`src/rtl/aes_chip_sequencer.sv`:
```
// aes_chip_sequencer
//   Runs one AES test transaction at a time against the external AES-128 chip.
//   The block fetches a key/text/expect triple from the pattern generator and
//   sends key then text, MSB byte first, on the 9-bit chip bus at the chip byte
//   rate. It then collects the 16-byte result, compares it with the expected
//   value and keeps the pass/fail statistics used by the report path.
//
// Ports
//   clk, rst           system clock, asynchronous active-high reset
//   work, enc          run enable and mode (enc is latched at FETCH)
//   gen_valid/ready    generator handshake; ready is a one-cycle accept strobe
//   gen_key/text/expect  generator triple
//   aes_tx[8:0]        chip bus: [8] frame active, [7:0] byte
//   aes_rx[8:0]        chip return bus (async): [8] toggles once per byte
//   busy               state is not IDLE
//   total, correct     saturating transaction counters
//   error_chip/generator  result and expect of the last failing transaction
//   timeout            sticky receive-timeout flag
module aes_chip_sequencer #(
    parameter int unsigned CLK_FREQ       = 50_000_000,
    parameter int unsigned AES_TX_FREQ    = 50_000,
    parameter int unsigned TIMEOUT_CYCLES = 1_000_000
) (
    input  logic         clk,
    input  logic         rst,
    input  logic         work,
    input  logic         enc,
    input  logic         gen_valid,
    output logic         gen_ready,
    input  logic [127:0] gen_key,
    input  logic [127:0] gen_text,
    input  logic [127:0] gen_expect,
    output logic [8:0]   aes_tx,
    input  logic [8:0]   aes_rx,
    output logic         busy,
    output logic [31:0]  total,
    output logic [31:0]  correct,
    output logic [127:0] error_chip,
    output logic [127:0] error_generator,
    output logic         timeout
);
    localparam int unsigned DIV   = CLK_FREQ / AES_TX_FREQ;
    localparam int unsigned DIV_W = $clog2(DIV);
    localparam logic [DIV_W-1:0] DIV_LAST = DIV_W'(DIV - 1);
    localparam logic [31:0]      WAIT_LAST = 32'(TIMEOUT_CYCLES - 1);

    localparam logic [2:0] ST_IDLE    = 3'd0;
    localparam logic [2:0] ST_FETCH   = 3'd1;
    localparam logic [2:0] ST_SEND    = 3'd2;
    localparam logic [2:0] ST_RECV    = 3'd3;
    localparam logic [2:0] ST_COMPARE = 3'd4;

    logic [2:0]       state_q, state_d;
    logic [255:0]     sh_q, sh_d;
    logic [8:0]       aes_tx_q, aes_tx_d;
    logic [127:0]     expect_q, expect_d;
    logic             enc_q, enc_d;
    logic [DIV_W-1:0] div_cnt_q, div_cnt_d;
    logic [4:0]       byte_cnt_q, byte_cnt_d;
    logic [3:0]       rx_cnt_q, rx_cnt_d;
    logic [31:0]      wait_cnt_q, wait_cnt_d;
    logic [127:0]     result_q, result_d;
    logic             tmo_txn_q, tmo_txn_d;
    logic             timeout_q, timeout_d;
    logic [31:0]      total_q, total_d;
    logic [31:0]      correct_q, correct_d;
    logic [127:0]     error_chip_q, error_chip_d;
    logic [127:0]     error_gen_q, error_gen_d;

    // Synchroniser and edge history run in every state so that no stale
    // toggle is seen when RECV is entered.
    logic [8:0] rx_sync1_q, rx_sync2_q;
    logic       rx_prev_q;
    logic       rx_edge;

    assign rx_edge = rx_sync2_q[8] ^ rx_prev_q;

    always_comb begin
        state_d      = state_q;
        sh_d         = sh_q;
        aes_tx_d     = aes_tx_q;
        expect_d     = expect_q;
        enc_d        = enc_q;
        div_cnt_d    = div_cnt_q;
        byte_cnt_d   = byte_cnt_q;
        rx_cnt_d     = rx_cnt_q;
        wait_cnt_d   = wait_cnt_q;
        result_d     = result_q;
        tmo_txn_d    = tmo_txn_q;
        timeout_d    = timeout_q;
        total_d      = total_q;
        correct_d    = correct_q;
        error_chip_d = error_chip_q;
        error_gen_d  = error_gen_q;

        case (state_q)
            ST_IDLE: begin
                if (work) state_d = ST_FETCH;
            end
            ST_FETCH: begin
                if (gen_valid) begin
                    sh_d       = {gen_key, gen_text};
                    expect_d   = gen_expect;
                    enc_d      = enc;
                    aes_tx_d   = {1'b1, gen_key[127:120]};
                    div_cnt_d  = '0;
                    byte_cnt_d = '0;
                    rx_cnt_d   = '0;
                    wait_cnt_d = '0;
                    result_d   = '0;
                    tmo_txn_d  = 1'b0;
                    state_d    = ST_SEND;
                end
            end
            ST_SEND: begin
                if (div_cnt_q == DIV_LAST) begin
                    div_cnt_d = '0;
                    if (byte_cnt_q == 5'd31) begin
                        aes_tx_d = '0;
                        state_d  = ST_RECV;
                    end else begin
                        byte_cnt_d = byte_cnt_q + 5'd1;
                        sh_d       = {sh_q[247:0], 8'h00};
                        aes_tx_d   = {1'b1, sh_q[247:240]};
                    end
                end else begin
                    div_cnt_d = div_cnt_q + 1'b1;
                end
            end
            ST_RECV: begin
                if (rx_edge) begin
                    // Bytes are placed by position so a timeout leaves the
                    // missing low-order bytes at zero.
                    for (int unsigned i = 0; i < 16; i++) begin
                        if (rx_cnt_q == 4'(15 - i)) result_d[i*8 +: 8] = rx_sync2_q[7:0];
                    end
                    rx_cnt_d   = rx_cnt_q + 4'd1;
                    wait_cnt_d = '0;
                    if (rx_cnt_q == 4'd15) state_d = ST_COMPARE;
                end else if (wait_cnt_q == WAIT_LAST) begin
                    timeout_d = 1'b1;
                    tmo_txn_d = 1'b1;
                    state_d   = ST_COMPARE;
                end else begin
                    wait_cnt_d = wait_cnt_q + 32'd1;
                end
            end
            ST_COMPARE: begin
                total_d = (total_q == '1) ? total_q : total_q + 32'd1;
                if (result_q == expect_q && !tmo_txn_q) begin
                    correct_d = (correct_q == '1) ? correct_q : correct_q + 32'd1;
                end else begin
                    error_chip_d = result_q;
                    error_gen_d  = expect_q;
                end
                state_d = work ? ST_FETCH : ST_IDLE;
            end
            default: state_d = ST_IDLE;
        endcase
    end

    always_ff @(posedge clk or posedge rst) begin
        if (rst) begin
            state_q      <= ST_IDLE;
            sh_q         <= '0;
            aes_tx_q     <= '0;
            expect_q     <= '0;
            enc_q        <= 1'b0;
            div_cnt_q    <= '0;
            byte_cnt_q   <= '0;
            rx_cnt_q     <= '0;
            wait_cnt_q   <= '0;
            result_q     <= '0;
            tmo_txn_q    <= 1'b0;
            timeout_q    <= 1'b0;
            total_q      <= '0;
            correct_q    <= '0;
            error_chip_q <= '0;
            error_gen_q  <= '0;
            rx_sync1_q   <= '0;
            rx_sync2_q   <= '0;
            rx_prev_q    <= 1'b0;
        end else begin
            state_q      <= state_d;
            sh_q         <= sh_d;
            aes_tx_q     <= aes_tx_d;
            expect_q     <= expect_d;
            enc_q        <= enc_d;
            div_cnt_q    <= div_cnt_d;
            byte_cnt_q   <= byte_cnt_d;
            rx_cnt_q     <= rx_cnt_d;
            wait_cnt_q   <= wait_cnt_d;
            result_q     <= result_d;
            tmo_txn_q    <= tmo_txn_d;
            timeout_q    <= timeout_d;
            total_q      <= total_d;
            correct_q    <= correct_d;
            error_chip_q <= error_chip_d;
            error_gen_q  <= error_gen_d;
            rx_sync1_q   <= aes_rx;
            rx_sync2_q   <= rx_sync1_q;
            rx_prev_q    <= rx_sync2_q[8];
        end
    end

    assign gen_ready       = (state_q == ST_FETCH) && gen_valid;
    assign busy            = (state_q != ST_IDLE);
    assign aes_tx          = aes_tx_q;
    assign total           = total_q;
    assign correct         = correct_q;
    assign error_chip      = error_chip_q;
    assign error_generator = error_gen_q;
    assign timeout         = timeout_q;
endmodule

```
`config.mk`:
```
export PLATFORM = sky130hd
export DESIGN_NAME = aes_chip_sequencer
export DESIGN_NICKNAME = d
export VERILOG_FILES = /design/src/rtl/aes_chip_sequencer.sv
export SDC_FILE = /design/constraint.sdc
export NUM_CORES = 2
export LEC_CHECK = 0
export CAP_MARGIN = 20
export CORE_AREA = 5 5 279 281
export CTS_CLUSTER_SIZE = 30
export DETAILED_ROUTE_END_ITERATION = 6
export DIE_AREA = 0 0 284 286
export GPL_ROUTABILITY_DRIVEN = 0
export PLACE_DENSITY = 0.83
export SLEW_MARGIN = 25
export SYNTH_ARGS = -nofsm -noshare
export SYNTH_HDL_FRONTEND = slang
export SYNTH_SLANG_ARGS = --single-unit
```
`constraint.sdc`:
```
create_clock -name clk -period 47.3 [get_ports clk]
set_input_delay 14.19 -clock clk [delete_from_list [all_inputs] [get_ports clk]]
set_output_delay 14.19 -clock clk [all_outputs]
set_load 0.005 [all_outputs]
```
==> results summary <==
Summing all flip-flop and latch instances after layout gives 22700 sq um. The final worst clock skew came out at 0.0539 ns. In this run the post-CTS setup repair buffer count came out at 0. The die width came out at 284 um. The clock-pin slew on the worst setup and hold paths came out at 0.07 ns. After detailed routing, the average wire length per cell comes to 24.0 um. The number of DRC markers in iteration 0 is 2966.

The later-pin clock latency in the skew report is 0.68 ns. The final critical path takes up 63.7% of the cycle. The fraction of final layout cells with drive strength greater than 1 is 5.28%.

The area used by multi-input combinational logic came out at 14700 sq um. In the routed design, unresolved DRC markers number 0. The arrival time at the worst endpoint came out at 15.95 ns.

Summing internal, switching and leakage power gives 3.30 mW. The mean cell area of the mapped netlist is 10.3 sq um. The mapped netlist covers 38500 sq um. The hold buffer count at CTS is 0. The initial antenna violation count is 17. The die covers 81200 sq um. The total CTS buffers came out at 96.

The average vias per placed instance is 5.75. The floorplan step set the die height to 286 um. Clock tree synthesis selected as its root buffer the cell clkbuf_16. In this run the number of H-tree levels came out at 3. Row generation in the floorplan step produced 101 rows. The global routing usage summed across all routing layers came out at 31.3%. The critical path in this run is classified as input port to output pin. TritonCTS built the clock tree. The worst max-slew margin expressed relative to the limit came out at 29.6%. STA puts the critical path data required time at 33.11 ns. The initial utilization of the core area, before any placement, comes to 51.2%. The via count is 31300. By area the synthesized netlist is led by dfrtp_1 59%, nand2_1 9.8%, mux2_1 7.0%. Counting tap cells, the placed design contains a total of 5246 instances. The number of port buffers is 728. The worst hold-check path type is flop to flop. The post-CTS resize count is 0. The fill cell instance count of the final layout is 5510.

Setup repair after global routing left no endpoint under its margin. Before antenna repair, the detailed router went through 6 iterations. The reg-to-reg setup timing slack came out at 41.43 ns.

The power per standard cell area is 66.0 nW/um^2. In the final design database the tool counted 4775 nets. The post-route worst hold slack came out at 0.350 ns.

The run finished with clean final reports. Synthesis produced 3722 cells. In the synthesized netlist the dominant register cell turns out to be dfrtp_1. Synthesis produced a netlist with a net count of 4130. The number of hold-slack violations in the final timing report came out at 0.

Entering global routing, the biggest net connects 193 pins. The summed negative setup slack over all endpoints came out at 0 ns. Synthesis inferred 908 register bits. The maximum clock frequency came out at 33.2 MHz. The worst setup path endpoint is gen_ready.

The critical path starts at gen_valid. The post-layout instance area came out at 49900 sq um. After floorplanning, the core was sized to cover 75200 sq um.

In this run the critical register-to-register path is launched from expect_q[65]. The maximum clock insertion buffer count is 3. The maximum vdd ir drop is 53.5 uV. The number of cells traversed by the worst register-to-register path is 10.

Of all nets on the critical path, the largest fanout is 57. The tool flagged a number of max-cap violations equal to 0. The total I/O pin count came out at 730. The number of enable-type register cells in the synthesized netlist came out at 0.

The number of standard cells in the layout, taps in and fillers out is 5442. The launching element type of the critical path is an input port. The global-route wire length before repair came out at 195000 um. The leakage power figure is 22.7 nW. In the synthesized netlist the async set-or-reset flop fraction comes to 100%. For the pin with the worst max-slew slack, the measured transition is 1.06 ns. For this run the aggregate overflow at the end of global routing stands at 0. Yosys printed 0 warnings. Ranked by instance count, the synthesized netlist is headed by 1000 x nand2_1, 908 x dfrtp_1, 313 x nor2_1. The number of global-route vias before repair was 31200.

The number of pins with negative max-slew slack in the final report is 0. The count of nets left with antenna violations once routing finished came out at 0. The post-synthesis sequential area ratio is 59.0%. The clock period minus worst slack is 30.14 ns. The fraction of post-synthesis cell area in the top cell type by area is 59.0%. Detailed placement finished with a half-perimeter wire length of 93000 um. The cell type with the largest total area after synthesis is dfrtp_1. The most common cell in the netlist is nand2_1.

The number of unique standard cell types used by synthesis is 52. For this block, the routed nets add up to 130000 um of wire. The number of clock sinks came out at 908.

The placed instance area is 46400 sq um. The post-placement worst setup slack is 17.11 ns. The relative area change from synthesis to final layout is 29.7%. The post-route worst setup slack is 17.16 ns. The depth of the worst hold-timing path came out at 0. The worst register-to-register path ends at error_chip[102]. The final standard cell utilization of the core is 66.4%. Setup violations remaining at the end of the flow were counted as 0. The endpoint kind of the worst setup timing path is an output pin.
[metal layers]
metal | wire, um | track usage (%) | up-vias
met4 | 9170 | 19.0 | 6
met1 | 47400 | 37.4 | 15500
met3 | 12800 | 10.2 | 366
li1 | - | - | 13900
met2 | 61000 | 49.6 | 1503
met5 | 43 | 0 | -
[area by class of cell]
type | instances | area share, %
clock buffers | 129 | 5.44
clock inverters | 50 | 1.50
diodes | 16 | 0.0802
multi-input cells | 2550 | 29.4
flip-flops and latches | 908 | 45.5
inverters | 56 | 0.446
repair buffers | 755 | 15.2
well taps | 978 | 2.45
[worst max-delay path, cell delays in order]
cell,delay (ns)
clkdlybuf4s50_1,0.50
nand3b_1,0.18
inv_6,0.43
clkdlybuf4s50_1,0.62
[logic make-up after synthesis]
kind of cell,Yosys count,synth area share (%)
xor+xnor,152,3.46
compound gates,518,8.88
simple gates,1605,17.5
buf+inv,264,3.01
fa+ha+maj,10,0.325
flops,908,59.0
mux,265,7.75
[flip-flops by register name, summed over array words and instances (netlist names), 5 cells and up]
signal           flops
error_generator    128
div_cnt_q           10
rx_sync2_q           9
error_chip         128
wait_cnt_q          32
sh_q               248
aes_tx               9
correct             32
result_q           128
byte_cnt_q           5
rx_sync1_q           9
total               32
expect_q           128
[power by group]
part | leakage (nW) | switching [mW] | internal, mW
sequential | 11.3 | 0.254 | 1.06
combinational | 9.63 | 0.664 | 0.494
clock | 1.70 | 0.334 | 0.485
[cell usage in the layout (no fill, tap or decap), types with 16 or more instances in the layout]
master / netlist / routed
dfrtp_1: 908 / 907
nand2_1: 1000 / 1000
nor4_1: 32 / 31
xnor2_1: 83 / 83
buf_4: 17 / 19
mux2_2: 24 / 24
nor3_1: 26 / 26
inv_1: 56 / 54
clkbuf_16: 0 / 96
clkdlybuf4s50_1: 0 / 728
o21ai_0: 99 / 99
mux2_1: 240 / 240
nor2_1: 313 / 313
a22o_1: 93 / 93
xor2_1: 69 / 69
a2111oi_0: 18 / 18
nand3_1: 45 / 43
nor2b_1: 58 / 58
nand2b_1: 21 / 21
clkbuf_8: 0 / 19
diode_2: 0 / 16
clkinv_2: 0 / 21
a21oi_1: 32 / 31
nand4_1: 47 / 47
a31oi_1: 242 / 242
[worst min path at each step]
| stage | start | to | slack (ns) |
|---|---|---|---|
| global placement | rx_sync1_q[0] | rx_sync2_q[0] | 0.34 |
| global route | rx_sync1_q[5] | rx_sync2_q[5] | 0.35 |
| CTS | rx_sync1_q[5] | rx_sync2_q[5] | 0.34 |
| floorplan | rx_sync1_q[0] | rx_sync2_q[0] | 0.33 |
| detailed placement | rx_sync1_q[5] | rx_sync2_q[5] | 0.33 |
| finish | rx_sync1_q[5] | rx_sync2_q[5] | 0.35 |
Power figures use the tool's default switching activity.
